==> src/rtl/vsi_mod_ctrl.sv <==
// vsi_mod_ctrl: three-phase sine duty generator and start/ramp/run/stop/fault sequencer for the VSI PWM stage. Optional macro VSI_THIRD_HARM_EN.
// Latency: d1..d3 load 4 clk after the internal tick pulse (5 clk with VSI_THIRD_HARM_EN defined).
// Backpressure: none. One duty set per PWM period. fault forces ce=0 and D_MID duties on the next clk edge.
module vsi_mod_ctrl #(
    parameter int D_MAX     = 400,
    parameter int D_MID     = 200,
    parameter int RAMP_STEP = 16,
    parameter int PH_W      = 16
) (
    input  logic            clk,
    input  logic            rst_n,
    input  logic            pwm_tick,
    input  logic            enable,
    input  logic            fault,
    input  logic            fault_clr,
    input  logic [PH_W-1:0] freq_word,
    input  logic [9:0]      amp_target,
    output logic [9:0]      d1,
    output logic [9:0]      d2,
    output logic [9:0]      d3,
    output logic            ce,
    output logic            running,
    output logic            faulted
);
    typedef enum logic [2:0] {S_IDLE, S_RAMP, S_RUN, S_STOP, S_FAULT} state_t;

    localparam logic [9:0]        STEP10 = 10'(RAMP_STEP);
    localparam logic [9:0]        MID10  = 10'(D_MID);
    localparam logic signed [11:0] MID12 = 12'(D_MID);
    localparam logic signed [11:0] MAX12 = 12'(D_MAX);

    // Quarter-wave of round(255*sin(2*pi*k/256)), k = 0..64.
    localparam logic [7:0] QSIN [0:64] = '{
        8'd0,   8'd6,   8'd13,  8'd19,  8'd25,  8'd31,  8'd37,  8'd44,  8'd50,  8'd56,
        8'd62,  8'd68,  8'd74,  8'd80,  8'd86,  8'd92,  8'd98,  8'd103, 8'd109, 8'd115,
        8'd120, 8'd126, 8'd131, 8'd136, 8'd142, 8'd147, 8'd152, 8'd157, 8'd162, 8'd167,
        8'd171, 8'd176, 8'd180, 8'd185, 8'd189, 8'd193, 8'd197, 8'd201, 8'd205, 8'd208,
        8'd212, 8'd215, 8'd219, 8'd222, 8'd225, 8'd228, 8'd231, 8'd233, 8'd236, 8'd238,
        8'd240, 8'd242, 8'd244, 8'd246, 8'd247, 8'd249, 8'd250, 8'd251, 8'd252, 8'd253,
        8'd254, 8'd254, 8'd255, 8'd255, 8'd255
    };

    state_t             state, st_nxt;
    logic [PH_W-1:0]    phase;
    logic [9:0]         amp_cur, amp_nxt;
    logic               tick_d, tick_p, proc, flush;
    logic               v1, v2, v3, fin_v;
    logic [7:0]         th_a, th_b, th_c;
    logic [9:0]         amp1, amp2;
    logic signed [8:0]  s_a, s_b, s_c;
    logic signed [9:0]  o_a, o_b, o_c;
    logic signed [10:0] fin_a, fin_b, fin_c;

    function automatic logic is_act(input state_t s);
        return (s == S_RAMP) || (s == S_RUN) || (s == S_STOP);
    endfunction

    // Mirror the quarter-wave: 65..127 fold back, upper half negates.
    function automatic logic signed [8:0] sin8(input logic [7:0] th);
        logic [6:0] i;
        logic [7:0] m;
        i = (th[6:0] > 7'd64) ? 7'(8'd128 - {1'b0, th[6:0]}) : th[6:0];
        m = QSIN[i];
        return th[7] ? -$signed({1'b0, m}) : $signed({1'b0, m});
    endfunction

    // (amp * sin * D_MID) >>> 18 in signed 32-bit; result is within +/-D_MID.
    function automatic logic signed [9:0] offs(input logic [9:0] a, input logic signed [8:0] s);
        return 10'((32'($signed({1'b0, a})) * 32'(s) * D_MID) >>> 18);
    endfunction

    function automatic logic [9:0] clamp_duty(input logic signed [10:0] off);
        logic signed [11:0] v;
        v = 12'(off) + MID12;
        if (v < 12'sd0) return 10'd0;
        if (v > MAX12)  return 10'(D_MAX);
        return v[9:0];
    endfunction

    // Registered rising-edge detect: tick_p is high for one clk after pwm_tick is first seen high.
    always_ff @(posedge clk) begin
        if (!rst_n) begin
            tick_d <= 1'b0;
            tick_p <= 1'b0;
        end else begin
            tick_d <= pwm_tick;
            tick_p <= pwm_tick & ~tick_d;
        end
    end

    // Next state; RAMP->RUN and STOP->IDLE are judged on a tick against the pre-step amplitude.
    always_comb begin
        st_nxt = state;
        case (state)
            S_IDLE:  if (enable) st_nxt = S_RAMP;
            S_RAMP:  if (!enable) st_nxt = S_STOP;
                     else if (tick_p && (amp_cur == amp_target)) st_nxt = S_RUN;
            S_RUN:   if (!enable) st_nxt = S_STOP;
            S_STOP:  if (enable) st_nxt = S_RAMP;
                     else if (tick_p && (amp_cur == 10'd0)) st_nxt = S_IDLE;
            S_FAULT: if (fault_clr && !enable) st_nxt = S_IDLE;
            default: st_nxt = S_IDLE;
        endcase
        if (fault) st_nxt = S_FAULT;
    end

    // Amplitude slew for the state the tick is processed in (STOP heads to zero).
    always_comb begin
        amp_nxt = amp_cur;
        if (st_nxt == S_STOP)
            amp_nxt = (amp_cur > STEP10) ? amp_cur - STEP10 : 10'd0;
        else if (amp_cur < amp_target)
            amp_nxt = ((amp_target - amp_cur) > STEP10) ? amp_cur + STEP10 : amp_target;
        else if (amp_cur > amp_target)
            amp_nxt = ((amp_cur - amp_target) > STEP10) ? amp_cur - STEP10 : amp_target;
    end

    assign proc  = tick_p && is_act(state) && is_act(st_nxt);
    assign flush = (st_nxt == S_IDLE) || (st_nxt == S_FAULT);

    // Sequencer: state, phase/amplitude and registered status outputs.
    always_ff @(posedge clk) begin
        if (!rst_n) begin
            state   <= S_IDLE;
            phase   <= '0;
            amp_cur <= '0;
            ce      <= 1'b0;
            running <= 1'b0;
            faulted <= 1'b0;
        end else begin
            state   <= st_nxt;
            ce      <= is_act(st_nxt);
            running <= (st_nxt == S_RUN);
            faulted <= (st_nxt == S_FAULT);
            if (state == S_IDLE && st_nxt == S_RAMP) begin
                phase   <= '0;
                amp_cur <= '0;
            end else if (proc) begin
                phase   <= phase + freq_word;
                amp_cur <= amp_nxt;
            end
        end
    end

    // Duty datapath: angle register -> sine register -> scaled-offset register.
    always_ff @(posedge clk) begin
        if (!rst_n) begin
            th_a <= '0; th_b <= '0; th_c <= '0; amp1 <= '0; amp2 <= '0;
            s_a  <= '0; s_b  <= '0; s_c  <= '0;
            o_a  <= '0; o_b  <= '0; o_c  <= '0;
        end else begin
            if (proc) begin
                th_a <= phase[PH_W-1 -: 8];
                th_b <= phase[PH_W-1 -: 8] - 8'd85;
                th_c <= phase[PH_W-1 -: 8] + 8'd85;
                amp1 <= amp_cur;
            end
            s_a  <= sin8(th_a);
            s_b  <= sin8(th_b);
            s_c  <= sin8(th_c);
            amp2 <= amp1;
            o_a  <= offs(amp2, s_a);
            o_b  <= offs(amp2, s_b);
            o_c  <= offs(amp2, s_c);
        end
    end

`ifdef VSI_THIRD_HARM_EN
    logic signed [9:0]  mx, mn;
    logic signed [10:0] cm;
    logic signed [10:0] o4_a, o4_b, o4_c;
    logic               v4;

    // Common-mode (max+min)/2 of the three offsets, floor division.
    always_comb begin
        mx = o_a;
        mn = o_a;
        if (o_b > mx) mx = o_b;
        if (o_c > mx) mx = o_c;
        if (o_b < mn) mn = o_b;
        if (o_c < mn) mn = o_c;
        cm = (11'(mx) + 11'(mn)) >>> 1;
    end

    // Extra stage removing the common mode from all three offsets.
    always_ff @(posedge clk) begin
        if (!rst_n || flush) begin
            v4 <= 1'b0; o4_a <= '0; o4_b <= '0; o4_c <= '0;
        end else begin
            v4   <= v3;
            o4_a <= 11'(o_a) - cm;
            o4_b <= 11'(o_b) - cm;
            o4_c <= 11'(o_c) - cm;
        end
    end

    assign fin_v = v4;
    assign fin_a = o4_a;
    assign fin_b = o4_b;
    assign fin_c = o4_c;
`else
    assign fin_v = v3;
    assign fin_a = 11'(o_a);
    assign fin_b = 11'(o_b);
    assign fin_c = 11'(o_c);
`endif

    // Stage valids and duty output register; entering IDLE/FAULT drops in-flight results and parks at D_MID.
    always_ff @(posedge clk) begin
        if (!rst_n || flush) begin
            v1 <= 1'b0; v2 <= 1'b0; v3 <= 1'b0;
            d1 <= MID10; d2 <= MID10; d3 <= MID10;
        end else begin
            v1 <= proc;
            v2 <= v1;
            v3 <= v2;
            if (fin_v) begin
                d1 <= clamp_duty(fin_a);
                d2 <= clamp_duty(fin_b);
                d3 <= clamp_duty(fin_c);
            end
        end
    end

endmodule

==> config.mk <==
export PLATFORM = sky130hd
export DESIGN_NAME = vsi_mod_ctrl
export DESIGN_NICKNAME = d
export VERILOG_FILES = /design/src/rtl/vsi_mod_ctrl.sv
export SDC_FILE = /design/constraint.sdc
export NUM_CORES = 1
export LEC_CHECK = 0
export BUFFER_PORTS_ARGS = -buffer_cell sky130_fd_sc_hd__buf_4
export CORE_MARGIN = 1.5
export CORE_UTILIZATION = 57
export DETAILED_ROUTE_END_ITERATION = 7
export PLACE_DENSITY_LB_ADDON = 0.12
export SLEW_MARGIN = 20
export SYNTH_ARGS = -nofsm -noshare
export SYNTH_HDL_FRONTEND = slang
export SYNTH_SLANG_ARGS = --single-unit
==> constraint.sdc <==
create_clock -name clk -period 22 [get_ports clk]
set_clock_uncertainty 0.15 [all_clocks]
set_input_delay 0 -clock clk [delete_from_list [all_inputs] [get_ports clk]]
set_output_delay 0 -clock clk [all_outputs]
set_load 0.03 [all_outputs]
### Word level (Yosys, flattened, before mapping)

Memory sizes are Yosys's and may differ from the RTL's.
Index checks and enable logic that the tools add are counted.

* add/subtract/negate cells: 16
* multiply operators: 6
* div/mod/pow operators: 0
* magnitude comparators: 17
* equality and inequality tests: 9
* shift-type cells: 0
* multiplexer cells: 60
* bitwise gates (word level): 6
* reduce and logical (&&, ||, !) cells: 23

Operators with widths (number)
* 10-bit two-way mux: 18
* 20-bit by 6-bit multiplier with 25-bit output (second input constant): 3
* 8-bit two-way mux: 9
* 11-bit by 9-bit multiplier with 20-bit output: 3
* 10-bit by 9-bit adder with 11-bit output (second input constant): 3
* 11-bit by 10-bit > comparator with 1-bit output (second input constant): 3
* 11-bit by 1-bit less-than comparator with 1-bit output (second input constant): 3
* 10-bit by 5-bit > comparator with 1-bit output (second input constant): 3
* 8-bit negation with 9-bit output: 3
* 8-bit greater-or-equal comparator (second input constant): 3
* 3-bit two-way mux: 8
* 7-bit inverter with 8-bit output: 3
* 7-bit > comparator (second input constant): 3
* 1-bit two-way mux: 21
* 7-bit two-way mux: 3
* 1-bit by 7-bit subtractor with 7-bit output (first input constant): 3
* 10-bit subtractor: 2
* 16-bit adder: 1
* 3-bit case mux with 5 select lines: 1
* 3-bit by 2-bit == test with 1-bit output (second input constant): 4
* 10-bit by 5-bit adder with 10-bit output (second input constant): 1
* 10-bit == test: 1
* 10-bit > comparator: 1
* 10-bit zero test: 1
* 15 further kinds: 33

* bits in registers: 168
* latch bits: 0
* memory bits (writable): 0
* ROM bits: 3072
* output and inout bits: 33
* word-level logic and storage cells: 168
* memories kept: 3

Memories
* (no name shown): depth 128, width 8, rd ports 1, clocked after Yosys merged registers in 0, wr ports 0, line 63 `m = QSIN[i];`
* (no name shown): depth 128, width 8, rd ports 1, clocked after Yosys merged registers in 0, wr ports 0, line 63
* (no name shown): depth 128, width 8, rd ports 1, clocked after Yosys merged registers in 0, wr ports 0, line 63

### Depth between registers and ports, before layout

* depth after elaboration: 15
* depth in mapped cells: 33
* mapped depth without buffers: 31

### Worst setup path before layout

OpenSTA, ideal clock, no wires.

* path type: register to register
* start point: register amp2[2]
* end point: register o_a[8]
* library setup time: 0.128 ns
* arrival: 7.367 ns
* data required time: 21.722 ns
* setup slack: 14.356 ns
* cell stages (with the launch flop): 28
* cell sequence: dfxtp_1 > clkbuf_1 > nand2_1 > fa_1 > fa_1 > inv_1 > fa_1 > fa_1 > fa_1 > ha_1 > o21a_1 > o31a_1 > o211ai_1 > a21oi_1 > a2111oi_0 > xnor2_1 > ha_1 > inv_1 > fa_1 > inv_1 > ha_1 > ha_1 > and3_1 > a21oi_1 > a31oi_1 > a21oi_1 > xor2_1 > nor2_1

* cells in the longest elaborated chain, start to end: 2

Ends and longest elaborated chain
* from (decl): line 49 `logic [9:0] amp1, amp2;`
* from (signal assigned): line 161 `amp2 <= amp1;`
* 11-bit by 9-bit multiplier with 20-bit output: line 69 `return 10'((32'($signed({1'b0, a})) * 32'(s) * D_MID) >>> 18);`
* 20-bit by 6-bit multiplier with 25-bit output: line 69
* to (signal assigned): line 162 `o_a <= offs(amp2, s_a);`
* to (decl): line 51 `logic signed [9:0] o_a, o_b, o_c;`

No other way between the ends.
A chain may end at the register's enable or synchronous reset.

### Worst setup path after layout

* start point: register amp2[3]
* end point: register o_a[8]

The elaborated chain is that of the path after synthesis.

==> results.txt <==
* Run status: complete, no violations
* Count of antenna-violating nets left after detailed routing: 0
- Average instance area after synthesis: 8.48 um^2
- Synthesis-stage register bit count: 167
- The analysis attributes to net switching a power of 0.194 mW.
- Kind of critical path: flip-flop to flip-flop
- Max_slew headroom: 0.294
- Number of setup violations in the final report: 0
* Area Growth Syn to Fin: 7.24%
- For this run, the register share of the synthesized area comes to 0.133.
- Detailed-route via count: 21400
* Clock period minus worst slack: 8450 ps
- In this run the worst setup path begins at amp2[3]$_SDFF_PN0_.
- No sink is reached through more buffers than the 2 on the longest clock path.
* CTS tree: built
- Biggest fanout along the worst timing path: 27
- In this run the static leakage power is 14.0 nW.
- Fraction of power consumed by sequential logic: 0.446
* FF-to-FF Start: amp2[3]$_SDFF_PN0_
* Hold path startpoint: freq_word[7]
- Crit path arrival time: 8640 ps
- After floorplanning, the core was sized to cover 0.0433 mm^2.
- Final design area excluding fillers: 0.0269 mm^2
- Count of flip-flops with a built-in enable after synthesis: 0
- Number of synthesis warnings: 0
- The congestion estimate from routability-driven global placement came to 0.909.
- Die area: 0.0453 mm^2
* Prevailing post-synth register cell: dfxtp_1
* Starting density of the core: 0.579
* Count of TritonRoute iterations in the first routing pass: 6
- Of the cells placed in the final design, the portion with a size suffix greater than 1 is 0.0612.
* Endpoint kind of the worst setup timing path: flip-flop
- In this run, the number of DRC markers left after iteration 0 of detailed routing was 1393.
* Data required time of the worst path: 22190 ps
* Largest net degree at the start of global routing: 49
- Pwr/cell area: 25.5 mW/mm^2
- OpenSTA, run right after detailed placement, puts the worst setup slack at 13570 ps.
- The final layout contains 3617 nets.
- Count of cells resized by post-cts repair: 0
* Dpl cell area: 0.0259 mm^2
* Worst VDD drop: 0.0472 mV
- At the pin with the least slew margin, the transition time is 1050 ps.
- Worst-case setup margin in the final layout: 13550 ps
- For the final routed database, the setup TNS stands at 0 ps.
- Cell internal pwr: 0.493 mW
- Counting the fill cells in the layout gives 3828.
* Via count of the first global-routing pass: 21100
- The number of setup buffers added after CTS is 0.
- The number of nets handed over by synthesis was 3611.
* Reported max-cap violation count: 0
- Switching share of total power: 0.282
- Highest Clock Rate: 118 MHz
- 0 antenna diodes ended up in the layout.
- TritonCTS buffer count: 17
- The die is 213 um tall.
- Setup repair after global routing left no endpoint under its margin.
- Placement row count: 76
- Clk Tree Root Cell: clkbuf_16
- Hold timing on the final database bottoms out at a slack of 34.2 ps.
* Combined area of all synthesized cells: 0.0251 mm^2
* Initial antenna violation count: 0
- Wire per inst: 17.0 um
- Clock-pin slew was measured on the worst setup and hold paths at 80 ps.
- Clock Power Share: 0.479
- The first global-routing pass estimated 101000 um of wire.
- Number of levels in the clock H-tree: 4
- Min-delay worst type: primary input to flip-flop
- During I/O placement, the number of pins put on the boundary was 65.
- FFs w/ async S/R, synth: 0
- Final routed wirelength across all metal layers: 60500 um
- Max Slew Vio Count: 0
- Proportion of power drawn by combinational gates: 0.075
- Summed over all layers, the global routing overflow is 0.
- Sinks on the clock net: 167
* Unique masters post-synth: 108
* Total count of hold-check failures in the final report: 0
- Width of the die: 213 um
- Final HPWL DP: 46400 um
- For the worst-skew pair, the clock arrives at the later sink with an insertion delay of 480 ps.
- STA classifies the critical path startpoint as a flip-flop.
- Dividing the final minimum period by the clock period gives 0.384.
- Total global routing track utilization: 0.274
- In this run the tool buffered the top-level ports with 64 buffer cells.
* DRC violation count after routing: 0
- After technology mapping, the gate count stands at 2957.
- After detailed routing, the number of vias per cell comes to 6.00.
-- metrics by stage --
stage                     cells  power, mW   util
after floorplan            2957      0.343      -
after global placement     3491      0.358  0.598
after detailed placement   3491      0.359  0.598
after CTS                  3561      0.691  0.621
after global routing       3561      0.710  0.621
final                      3561      0.687  0.621
-- registers in the layout, summed over array words and instances (netlist names), 3 cells and up --
name / flops
amp1: 10
amp2: 10
amp_cur: 10
d1: 10
d2: 10
d3: 10
o_a: 10
o_b: 10
o_c: 10
phase: 16
s_a: 9
s_b: 9
s_c: 9
state: 3
th_a: 8
th_b: 8
th_c: 7
-- cells in the final DEF, fill, tap and decap left out, types with 15 or more instances in the layout --
cell type	instances
nor2b_1	47
nand4_1	15
a211oi_1	23
xor2_1	67
a31oi_1	32
o21ai_0	109
buf_4	85
a21oi_1	175
a2bb2oi_1	15
a21o_1	40
nand2_1	252
fa_1	201
nand2b_1	33
o211ai_1	24
inv_1	245
o31ai_1	19
xnor2_1	89
or3_1	24
a22oi_1	22
and3_1	36
nand3_1	68
dlygate4sd3_1	38
nor2_1	175
nor3_1	73
and2_1	163
dfxtp_1	167
clkbuf_16	17
ha_1	421
-- synthesized netlist by cell type, types with 28 or more instances --
| master | number | share of area |
|---|---|---|
| a21o_1 | 40 | 0.012 |
| a21oi_1 | 175 | 0.035 |
| a31oi_1 | 32 | 0.0080 |
| and2_1 | 163 | 0.041 |
| and3_1 | 36 | 0.0090 |
| buf_2 | 28 | 0.0056 |
| clkbuf_1 | 89 | 0.013 |
| dfxtp_1 | 167 | 0.13 |
| fa_1 | 201 | 0.16 |
| ha_1 | 421 | 0.21 |
| inv_1 | 246 | 0.037 |
| nand2_1 | 252 | 0.038 |
| nand2b_1 | 33 | 0.0082 |
| nand3_1 | 68 | 0.014 |
| nor2_1 | 175 | 0.026 |
| nor2b_1 | 47 | 0.012 |
| nor3_1 | 73 | 0.015 |
| o21ai_0 | 109 | 0.022 |
| xnor2_1 | 89 | 0.031 |
| xor2_1 | 67 | 0.023 |
-- worst paths after layout --
| path | slack [ps] | depth (start not counted) | endpoint |
|---|---|---|---|
| max | 13550 | 25 | o_a[8]$_SDFF_PN0_ |
| min | 30 | 6 | phase[7]$_SDFFE_PP0P_ |
| min reg2reg | 240 | 1 | tick_p$_SDFF_PN0_ |
| max reg2reg | 13550 | 25 | o_a[8]$_SDFF_PN0_ |
-- critical path, cell delays in order (launching register included) --
cell and delay, ps:
dfxtp_1 960, nand2_1 200, fa_1 550, fa_1 490, inv_1 50, fa_1 500
fa_1 580, fa_1 440, ha_1 360, o21a_1 200, o31a_1 130, o211ai_1 230
a21oi_1 110, a2111oi_0 540, nor2_1 210, a211oi_2 510, fa_1 480, inv_1 70
ha_1 230, ha_1 330, and3_1 170, a21oi_1 220, a31oi_1 200, a21oi_1 210
xor2_1 160, nor2_1 50
-- logic make-up (layout without fill, tap and decap cells) --
group / count (synthesis) / count (layout) / synth area share
multiplexers: 16 / 16 / 0.00823
AO/OA/AOI/OAI: 638 / 638 / 0.173
flip-flops: 167 / 167 / 0.133
XOR/XNOR: 158 / 158 / 0.0558
adder cells (fa/ha/maj): 623 / 623 / 0.371
buffers and inverters: 384 / 403 / 0.0607
AND/OR/NAND/NOR: 971 / 971 / 0.198
-- power groups by stage --
stage / logic [mW] / clock network, mW / registers, mW
after floorplan: 0.0305 / 0 / 0.312
after global placement: 0.0444 / 0 / 0.313
final: 0.0517 / 0.329 / 0.306
after global routing: 0.0564 / 0.347 / 0.306
after CTS: 0.0508 / 0.334 / 0.306
after detailed placement: 0.0452 / 0 / 0.313
-- per-layer routing --
| layer | vias up | share of wire | GRT usage |
|---|---|---|---|
| li1 | 10400 | - | - |
| met1 | 10400 | 0.44 | 0.353 |
| met2 | 528 | 0.48 | 0.473 |
| met3 | 86 | 0.049 | 0.0428 |
| met4 | 0 | 0.022 | 0.0836 |
| met5 | - | 0 | 0 |
-- timing repair --
action	4_1_cts	5_1_grt
endpoints found under the hold margin	51	0
hold buffers	38	0
endpoints found under the setup margin	0	0
-- area by class of cell --
cell class | instances | area, um^2 | share of cell area
inverter | 248 | 937 | 0.0349
multi-input combinational | 2406 | 20200 | 0.752
clock inverter | 15 | 223 | 0.00828
tap | 585 | 732 | 0.0272
sequential | 167 | 3340 | 0.124
timing repair buffer | 123 | 1020 | 0.0379
clock buffer | 17 | 425 | 0.0158
Power figures use the tool's default switching activity.
